===== src/rtl/viterbi_sched_pkg.sv =====
`default_nettype none
// ============================================================================
// Module   : viterbi_sched_pkg
// Brief    : Shared job descriptor, scheduler states and field widths.
// Revision : 1.0 - initial release
// ============================================================================
package viterbi_sched_pkg;

   localparam int c_SRC_ADDR_W    = 12;
   localparam int c_DST_ADDR_W    = 12;
   localparam int c_INFOBIT_LEN_W = 12;
   localparam int c_DEC_LEN_W     = 13;
   localparam int c_TAG_W_MAX     = 16;

   typedef struct packed {
      logic [c_TAG_W_MAX-1:0]     tag;
      logic [c_SRC_ADDR_W-1:0]    src;
      logic [c_DST_ADDR_W-1:0]    dst;
      logic [c_INFOBIT_LEN_W-1:0] infobit_len;
      logic [c_DEC_LEN_W-1:0]     dec_len;
      logic                       tail_biting;
   } job_t;

   localparam int c_JOB_W = $bits(job_t);

   typedef enum logic [2:0] {
      ST_IDLE  = 3'd0,
      ST_RST   = 3'd1,
      ST_GAP   = 3'd2,
      ST_START = 3'd3,
      ST_WAIT  = 3'd4,
      ST_DONE  = 3'd5
   } sched_state_e;

   // Counter width that stays legal for a count of one.
   function automatic int cnt_w(input int n);
      return (n > 1) ? $clog2(n) : 1;
   endfunction

endpackage
`default_nettype wire


===== src/rtl/viterbi_job_fifo.sv =====
`default_nettype none
// ============================================================================
// Module   : viterbi_job_fifo
// Brief    : Synchronous job descriptor FIFO with wrap-bit pointers.
// Revision : 1.0 - initial release
// ============================================================================
module viterbi_job_fifo
   import viterbi_sched_pkg::*;
#(
   parameter int QDEPTH = 4
) (
   input  logic                      clk_i,
   input  logic                      rst_an_i,
   input  logic                      push_i,
   input  logic [c_JOB_W-1:0]        push_data_i,
   input  logic                      pop_i,
   output logic [c_JOB_W-1:0]        pop_data_o,
   output logic                      full_o,
   output logic                      empty_o,
   output logic [$clog2(QDEPTH):0]   level_o
);

   localparam int c_AW = $clog2(QDEPTH);

   logic [c_JOB_W-1:0] r_mem [QDEPTH];
   logic [c_AW:0]      r_wr_ptr;
   logic [c_AW:0]      r_rd_ptr;
   logic               w_push;
   logic               w_pop;

   assign full_o  = (r_wr_ptr[c_AW] != r_rd_ptr[c_AW]) &&
                    (r_wr_ptr[c_AW-1:0] == r_rd_ptr[c_AW-1:0]);
   assign empty_o = (r_wr_ptr == r_rd_ptr);
   assign level_o = r_wr_ptr - r_rd_ptr;
   assign w_push  = push_i && !full_o;
   assign w_pop   = pop_i && !empty_o;

   assign pop_data_o = r_mem[r_rd_ptr[c_AW-1:0]];

   always_ff @(posedge clk_i) begin
      if (w_push) begin
         r_mem[r_wr_ptr[c_AW-1:0]] <= push_data_i;
      end
   end

   always_ff @(posedge clk_i or negedge rst_an_i) begin
      if (!rst_an_i) begin
         r_wr_ptr <= '0;
         r_rd_ptr <= '0;
      end else begin
         if (w_push) r_wr_ptr <= r_wr_ptr + 1'b1;
         if (w_pop)  r_rd_ptr <= r_rd_ptr + 1'b1;
      end
   end

endmodule
`default_nettype wire


===== src/rtl/viterbi_frame_sched.sv =====
`default_nettype none
// ============================================================================
// Module   : viterbi_frame_sched
// Brief    : Frame scheduler for viterbi_core: queue, reset/gap/start, done.
//            Define VITERBI_SCHED_WDOG_EN to build in the WAIT watchdog.
// Revision : 1.0 - initial release
// ============================================================================
module viterbi_frame_sched
   import viterbi_sched_pkg::*;
#(
   parameter int QDEPTH      = 4,
   parameter int RST_CYC     = 4,
   parameter int TIMEOUT_CYC = 65535,
   parameter int TAG_W       = 4
) (
   input  logic                       clk_i,
   input  logic                       rst_an_i,
   input  logic                       job_valid_i,
   output logic                       job_ready_o,
   input  logic [TAG_W-1:0]           job_tag_i,
   input  logic [c_SRC_ADDR_W-1:0]    job_src_addr_i,
   input  logic [c_DST_ADDR_W-1:0]    job_dst_addr_i,
   input  logic [c_INFOBIT_LEN_W-1:0] job_infobit_len_i,
   input  logic [c_DEC_LEN_W-1:0]     job_dec_len_i,
   input  logic                       job_tail_biting_i,
   output logic                       core_rst_sync_o,
   output logic                       core_frame_start_o,
   output logic [c_SRC_ADDR_W-1:0]    core_src_start_addr_o,
   output logic [c_DST_ADDR_W-1:0]    core_dst_start_addr_o,
   output logic [c_INFOBIT_LEN_W-1:0] core_infobit_length_o,
   output logic [c_DEC_LEN_W-1:0]     core_decoding_length_o,
   output logic                       core_tail_biting_en_o,
   input  logic                       core_frame_done_i,
   output logic                       done_o,
   output logic [TAG_W-1:0]           done_tag_o,
   output logic                       done_err_o,
   output logic                       busy_o,
   output logic [$clog2(QDEPTH):0]    q_level_o
);

   localparam int               c_CNT_W    = cnt_w(RST_CYC);
   localparam logic [c_CNT_W-1:0] c_CNT_LAST = c_CNT_W'(RST_CYC - 1);

   sched_state_e        r_state;
   logic [c_CNT_W-1:0]  r_cnt;
   logic [TAG_W-1:0]    r_tag;
   job_t                w_push_job;
   job_t                w_head;
   logic                w_full;
   logic                w_empty;
   logic                w_pop;
   logic                w_tag_unused;

   always_comb begin
      w_push_job                 = '0;
      w_push_job.tag[TAG_W-1:0]  = job_tag_i;
      w_push_job.src             = job_src_addr_i;
      w_push_job.dst             = job_dst_addr_i;
      w_push_job.infobit_len     = job_infobit_len_i;
      w_push_job.dec_len         = job_dec_len_i;
      w_push_job.tail_biting     = job_tail_biting_i;
   end

   assign w_pop        = (r_state == ST_IDLE) && !w_empty;
   assign job_ready_o  = !w_full;
   assign busy_o       = (r_state != ST_IDLE) || !w_empty;
   assign w_tag_unused = &{1'b0, w_head.tag};

   viterbi_job_fifo #(
      .QDEPTH (QDEPTH)
   ) u_fifo (
      .clk_i       (clk_i),
      .rst_an_i    (rst_an_i),
      .push_i      (job_valid_i),
      .push_data_i (w_push_job),
      .pop_i       (w_pop),
      .pop_data_o  (w_head),
      .full_o      (w_full),
      .empty_o     (w_empty),
      .level_o     (q_level_o)
   );

`ifdef VITERBI_SCHED_WDOG_EN
   logic [31:0] r_wd;
   logic [31:0] w_wd_next;
   logic        r_done_err;

   assign w_wd_next  = r_wd + 32'd1;
   assign done_err_o = r_done_err;
`else
   localparam int c_timeout_unused = TIMEOUT_CYC;
   assign done_err_o = 1'b0;
`endif

   always_ff @(posedge clk_i or negedge rst_an_i) begin
      if (!rst_an_i) begin
         r_state                <= ST_IDLE;
         r_cnt                  <= '0;
         r_tag                  <= '0;
         core_rst_sync_o        <= 1'b0;
         core_frame_start_o     <= 1'b0;
         core_src_start_addr_o  <= '0;
         core_dst_start_addr_o  <= '0;
         core_infobit_length_o  <= '0;
         core_decoding_length_o <= '0;
         core_tail_biting_en_o  <= 1'b0;
         done_o                 <= 1'b0;
         done_tag_o             <= '0;
`ifdef VITERBI_SCHED_WDOG_EN
         r_wd                   <= '0;
         r_done_err             <= 1'b0;
`endif
      end else begin
         core_frame_start_o <= 1'b0;
         done_o             <= 1'b0;
         case (r_state)
            ST_IDLE: begin
               if (!w_empty) begin
                  core_src_start_addr_o  <= w_head.src;
                  core_dst_start_addr_o  <= w_head.dst;
                  core_infobit_length_o  <= w_head.infobit_len;
                  core_decoding_length_o <= w_head.dec_len;
                  core_tail_biting_en_o  <= w_head.tail_biting;
                  r_tag                  <= w_head.tag[TAG_W-1:0];
                  core_rst_sync_o        <= 1'b1;
                  r_cnt                  <= '0;
                  r_state                <= ST_RST;
               end
            end
            ST_RST: begin
               if (r_cnt == c_CNT_LAST) begin
                  core_rst_sync_o <= 1'b0;
                  r_cnt           <= '0;
                  r_state         <= ST_GAP;
               end else begin
                  r_cnt <= r_cnt + 1'b1;
               end
            end
            ST_GAP: begin
               if (r_cnt == c_CNT_LAST) begin
                  core_frame_start_o <= 1'b1;
                  r_cnt              <= '0;
                  r_state            <= ST_START;
               end else begin
                  r_cnt <= r_cnt + 1'b1;
               end
            end
            ST_START: begin
`ifdef VITERBI_SCHED_WDOG_EN
               r_wd    <= '0;
`endif
               r_state <= ST_WAIT;
            end
            ST_WAIT: begin
               // A real completion takes priority over a coincident timeout.
               if (core_frame_done_i) begin
                  done_o     <= 1'b1;
                  done_tag_o <= r_tag;
`ifdef VITERBI_SCHED_WDOG_EN
                  r_done_err <= 1'b0;
`endif
                  r_state    <= ST_DONE;
               end
`ifdef VITERBI_SCHED_WDOG_EN
               else if (w_wd_next == 32'(TIMEOUT_CYC)) begin
                  done_o     <= 1'b1;
                  done_tag_o <= r_tag;
                  r_done_err <= 1'b1;
                  r_state    <= ST_DONE;
               end else begin
                  r_wd <= w_wd_next;
               end
`endif
            end
            ST_DONE: begin
               r_state <= ST_IDLE;
            end
            default: begin
               r_state <= ST_IDLE;
            end
         endcase
      end
   end

endmodule
`default_nettype wire

===== config.mk =====
export PLATFORM = sky130hd
export DESIGN_NAME = viterbi_frame_sched
export DESIGN_NICKNAME = d
export VERILOG_FILES = /design/src/rtl/viterbi_sched_pkg.sv /design/src/rtl/viterbi_job_fifo.sv /design/src/rtl/viterbi_frame_sched.sv
export SDC_FILE = /design/constraint.sdc
export NUM_CORES = 1
export LEC_CHECK = 0
export CAP_MARGIN = 20
export CORE_MARGIN = 5
export CORE_UTILIZATION = 53
export CTS_CLUSTER_SIZE = 14
export DETAILED_ROUTE_END_ITERATION = 6
export GPL_TIMING_DRIVEN = 1
export PLACE_DENSITY = 0.76
export REMOVE_ABC_BUFFERS = 1
export SETUP_SLACK_MARGIN = 0.05
export SLEW_MARGIN = 25
export SYNTH_ARGS = -nofsm -noshare
export SYNTH_HDL_FRONTEND = slang
export SYNTH_SLANG_ARGS = --single-unit

===== constraint.sdc =====
create_clock -name clk_i -period 14.4 [get_ports clk_i]
set_input_delay 2.88 -clock clk_i [delete_from_list [all_inputs] [get_ports clk_i]]
set_output_delay 2.88 -clock clk_i [all_outputs]
set_load 0.01 [all_outputs]

**Word-level counts from Yosys, hierarchy flattened**

Memory sizes are Yosys's and may differ from the RTL's. A register that Yosys moved wholly into a read port is not among the register bits.
Cells that the tools add are included.

- Flip-flop bits (word level): 18
- Latch bits: 0
- Bits in writable memories: 216
- Memory bits (read-only): 0
- Output and inout bits: 63
- Memories: 1

Memories:

| memory | words | bits a word | read ports | clocked after Yosys merged registers in | wr ports | line | RTL |
|---|---|---|---|---|---|---|---|
| u_fifo.r_mem | 4 | 54 | 1 | 1 | 1 | viterbi_job_fifo.sv:25 | `logic [c_JOB_W-1:0] r_mem [QDEPTH];` |

- $add $sub $neg: 4
- $mul: 0
- Div/mod/pow operators: 0
- $lt $le $gt $ge: 0
- Equality and inequality tests: 12
- Shift-type cells: 0
- Multiplexer cells: 17
- Bitwise logic cells: 1
- Reduce and logical (&&, ||, !) cells: 18

Operators with widths:

| kind | number |
|---|---|
| 3-bit case mux with 5 select lines | 1 |
| 3-bit two-way mux | 4 |
| 1-bit two-way mux | 8 |
| 2-bit != test (second input constant) | 4 |
| 3-bit by 1-bit adder with 3-bit output (second input constant) | 2 |
| 3-bit by 2-bit == test with 1-bit output (second input constant) | 2 |
| 2-bit AND reduction | 3 |
| 1-bit logical AND | 4 |
| 2-bit two-way mux | 2 |
| 2-bit case mux with 2 select lines | 1 |
| 4-bit AND reduction | 1 |
| 2-bit nonzero test | 2 |
| 3-bit by 1-bit == test with 1-bit output (second input constant) | 1 |
| 3-bit == test | 1 |
| 3-bit == test (second input constant) | 1 |
| 1-bit logical NOT | 3 |
| 3-bit logical NOT | 1 |
| 3-bit AND reduction | 1 |
| 3-bit nonzero test | 1 |
| 3-bit subtractor | 1 |
| 2-bit by 1-bit adder with 2-bit output (second input constant) | 1 |
| 2-bit == test | 1 |
| 2-bit == test (second input constant) | 1 |
| 1-bit case mux with 2 select lines | 1 |
| 4 further kinds | 4 |

**Depth between registers and ports, before layout**

- Depth after elaboration: 6
- Gate-level depth with buffers: 9
- Depth with buffers taken out: 5

**Cells and area by module**

A second synthesis with hierarchy kept.

- Cells, all modules: 560
- Area total of the unflattened synthesis: 12729.7 sq um

Modules (own cells, without submodules):

| module | times used | cells each | area each (sq um) |
|---|---|---|---|
| viterbi_job_fifo | 1 | 391 | 10012.1 |
| viterbi_frame_sched | 1 | 169 | 2717.6 |

**Least setup slack after synthesis**

No wires, ideal clock.

- Path kind: input -> register
- From: in job_valid_i
- To: mem u_fifo.r_mem[3][0] (netlist bit), enable pin
- Library setup time: 502 ps
- Arrival: 5729 ps
- Path slack: 8169 ps
- Stages on the path: 2
- Buffers on the path: 0
- Cell sequence: nand2_1 > a31oi_1

- Word-level cells in the longest chain between the ends: 3

RTL lines:

| element | line | RTL |
|---|---|---|
| from (decl) | viterbi_frame_sched.sv:18 | `input logic job_valid_i,` |
| 1-bit logical AND | viterbi_job_fifo.sv:35 | `assign w_push = push_i && !full_o;` |
| 1-bit two-way mux | viterbi_job_fifo.sv:41 | `if (w_push) begin` |
| 1-bit two-way mux (implied by the code) | viterbi_job_fifo.sv:42 | `r_mem[r_wr_ptr[c_AW-1:0]] <= push_data_i;` |
| to (decl) | viterbi_job_fifo.sv:25 |  |

No other way between the ends.

**Worst setup path after layout**

- From: reg u_fifo.r_rd_ptr[1]
- To: out q_level_o[1]

- Word-level cells in the longest chain between the ends: 1

RTL lines:

| element | line | RTL |
|---|---|---|
| from (decl) | viterbi_job_fifo.sv:27 | `logic [c_AW:0] r_rd_ptr;` |
| from (signal assigned) | viterbi_job_fifo.sv:52 | `if (w_pop) r_rd_ptr <= r_rd_ptr + 1'b1;` |
| 3-bit subtractor | viterbi_job_fifo.sv:34 | `assign level_o = r_wr_ptr - r_rd_ptr;` |
| to (decl) | viterbi_frame_sched.sv:38 | `output logic [$clog2(QDEPTH):0] q_level_o` |

No other way between the ends.

==> metrics.md <==
| Metric | Value |
|---|---|
| Status | `finished clean` |
| P_int | `about 2.2 mW` |
| Post-synthesis area per instance | `roughly 22 µm²` |
| Number of hold buffers added after CTS | `0` |
| Setup bufs post-CTS | `0` |
| Ant. Diodes | `0` |
| Post-Syn Instances | `around 490` |
| First-pass GRT wire length | `30.8 mm` |
| FF-to-FF Start | `u_fifo.r_wr_ptr[0]` |
| PwrDens | `228 nW/µm²` |
| Clk slew on worst S/H paths | `approximately 60 ps` |
| Clk_skew | `9.51 ps` |
| Crit Path Class | `reg2out` |
| Hpwl dp | `roughly 11 mm` |
| Core Region | `slightly above 20000 µm²` |
| Initial DRT Pass Iterations | `4` |
| Worst-skew pair later-pin latency | `530 ps` |
| Setup WS post-layout | `8860 ps` |
| Largest cells by area after synthesis | `edfxtp_1 59%, dfrtp_1 16%, mux4_2 10%, mux2_4 5.4%, mux2_2 2.0%` |
| MaxCap Viol Count | `0` |
| Placed Area | `around 12000 µm²` |
| DRT antenna net count | `0` |
| Final hold vios | `0` |
| Iteration-0 DRC count of the detailed router | `about 370` |
| Pwr Total | `between 3 and 4 mW` |
| Worst EP required | `approximately 12000 ps` |
| Total number of yosys warnings | `0` |
| CTS tree | `done` |
| Maximum vdd drop | `between 100 and 150 µV` |
| Slew headroom | `0.310` |
| Hold Crit Start | `u_fifo.r_wr_ptr[2]` |
| Pre-CTS setup slack | `9340 ps` |
| Post-synthesis async set-or-reset flop share | `0.250` |
| IO Count | `121` |
| Final period util | `0.385` |
| Initial Utilization | `0.542` |
| Layout net count | `between 600 and 700` |
| RSZ-0062 raised after global routing | `no` |
| Distinct cells, synth | `42` |
| Maximum clock frequency | `approximately 180 MHz` |
| Via density | `between 5 and 6` |
| Comb pwr share | `0.347` |
| Initial antenna violation count | `1` |
| M3 GR Usage | `0.0341` |
| Routability cong. | `0.713` |
| Vias in the first global route | `5406` |
| Area Growth Syn to Fin | `21.2%` |
| CP Max Fanout | `57` |
| Final min period | `approximately 5500 ps` |
| DIE AREA | `23800 µm²` |
| Via count | `5051` |
| Clk pwr share | `0.239` |
| Max Slew Vio Count | `0` |
| Number of synthesized flops with an enable pin | `216` |
| Top Usage Layer GRT | `met2` |
| Post-CTS resize count | `0` |
| Remaining Overflow, GRT | `0` |
| Row cnt | `52` |
| Bufs on Longest Clock Path | `3` |
| Die Span Y | `around 150 µm` |
| Synthesized flop and latch total | `288` |
| Synth top area share | `0.588` |
| Largest net degree at the start of global routing | `73` |
| CTS Root Cell | `clkbuf_16` |
| Critical Path AT | `roughly 2700 ps` |
| Post-synthesis sequential area ratio | `0.751` |
| Setup TNS | `0 ps` |
| Setup violators final | `0` |
| Final wirelength | `19.6 mm` |
| Wire per inst | `roughly 21 µm` |
| Crit start category | `register` |
| Flop pwr share | `0.414` |
| GR Util All Layers | `0.165` |
| Final Core Density | `0.657` |
| Ratio of cells with drive above 1 in the final layout | `0.256` |
| Crit path capture type | `output pin` |
| Number of I/O port buffers | `approximately 120` |
| Synthesized cell area | `about 11000 µm²` |
| Crit. Startpoint | `u_fifo.r_rd_ptr[1]` |
| CTS buffer count | `28` |
| Yosys top cell by area | `edfxtp_1` |
| LEAKAGE | `about 4.8 nW` |
| H-tree depth | `1` |
| Die W | `between 150 and 200 µm` |
| Design area | `approximately 13000 µm²` |
| Clock sink count | `288` |
| Met1 Usage GRT | `0.229` |
| Residual DRC count | `0` |
| Post-synth top flop | `edfxtp_1` |
| Slew @ Worst Pin | `1030 ps` |
| Met2 Resource Use GR | `0.276` |
| Hold Path Class | `reg2reg` |
| Net Sw Frac | `0.283` |
| Net switching power figure | `slightly below 900 µW` |
## synthesized netlist by cell type, drive strengths merged (4+ instances only)
| cell type | count |
|---|---|
| nand2b | 4 |
| nand2 | 6 |
| o21ai | 5 |
| clkbuf | 7 |
| mux2 | 60 |
| edfxtp | 216 |
| buf | 17 |
| inv | 7 |
| mux4 | 54 |
| xnor2 | 4 |
| ha | 8 |
| dfrtp | 72 |
## area by class of cell
class	instances	area, µm²
inverter	7	26.3
timing repair buffer	123	1230
sequential	288	8290
clock inverter	11	130
tap	270	338
multi-input combinational	175	2560
fill	1303	6990
clock buffer	41	801
## routing by layer
layer / wire length, µm / vias up / part of all wire
met5: 13 / - / 0.00066
met4: 347 / 2 / 0.018
met3: 1210 / 30 / 0.062
met2: 9920 / 176 / 0.51
met1: 8140 / 2600 / 0.41
li1: - / 2243 / -
## layout by cell type, fill, tap and decap left out, types with 4 or more instances in the layout
cell             synthesis  routed
clkbuf_16                0      29
mux2_4                  40      40
xnor2_1                  4       4
nand2b_1                 4       4
o21ai_0                  4       4
edfxtp_1               216     216
mux4_2                  49      49
dfrtp_1                 72      70
nand2_1                  6       6
clkinv_2                 0       4
mux4_1                   5       5
inv_1                    7       7
ha_1                     8       8
clkdlybuf4s50_1          0     118
clkbuf_1                 7       9
mux2_2                  20      20
## power by group through the flow
stage                     sequential, mW  combinational, mW  clock [mW]
after floorplan                     1.35              0.643           0
after global placement              1.26               1.06           0
after detailed placement            1.28               1.08           0
after CTS                           1.27               1.09       0.743
after global routing                1.29               1.14       0.784
final                               1.26               1.06       0.729
## flip-flops by register name, indices dropped and copies added, names as in the netlist
name and flops:
u_fifo.r_wr_ptr 3, u_fifo.r_mem 216, core_tail_biting_en_o 1, u_fifo.r_rd_ptr 3, core_src_start_addr_o 12, done_o 1
r_state 3, r_cnt 2, done_tag_o 4, r_tag 4, core_frame_start_o 1, core_infobit_length_o 12
core_rst_sync_o 1, core_decoding_length_o 13, core_dst_start_addr_o 12
## cells by family (layout without fill, tap and decap cells)
| logic type | Yosys count | after routing | synth area share |
|---|---|---|---|
| compound gates | 18 | 18 | 0.0109 |
| xor+xnor | 7 | 7 | 0.00556 |
| buf+inv | 31 | 182 | 0.0197 |
| other cells | 1 | 1 | 0.000340 |
| flops | 288 | 288 | 0.751 |
| fa+ha+maj | 9 | 9 | 0.0109 |
| simple gates | 26 | 26 | 0.0149 |
| mux | 114 | 114 | 0.187 |
## worst max-delay path, cell delays in order, from the launching register on
cell             delay, ps
dfrtp_2                360
buf_4                  640
fa_1                   550
inv_1                   60
clkdlybuf4s50_1        520
## metrics by stage
step | cells | hold WS (ps)
6_report | 915 | 486
2_1_floorplan | 470 | 461
3_3_place_gp | 863 | 473
5_1_grt | 915 | 507
4_1_cts | 915 | 488
3_5_place_dp | 863 | 476
## path summary, 6_finish.rpt
path	end	slack, ps	depth (start not counted)
hold reg to reg	u_fifo.r_wr_ptr[2]	490	1
setup reg to reg	core_infobit_length_o[4]	11690	6
setup / recovery	q_level_o[1]	8860	4
max in group asynchronous	u_fifo.r_rd_ptr[0]	11480	1
hold / removal	u_fifo.r_wr_ptr[2]	490	1
min in group asynchronous	r_state[0]	2380	1
Note: power is estimated with default switching activity, not from simulation.
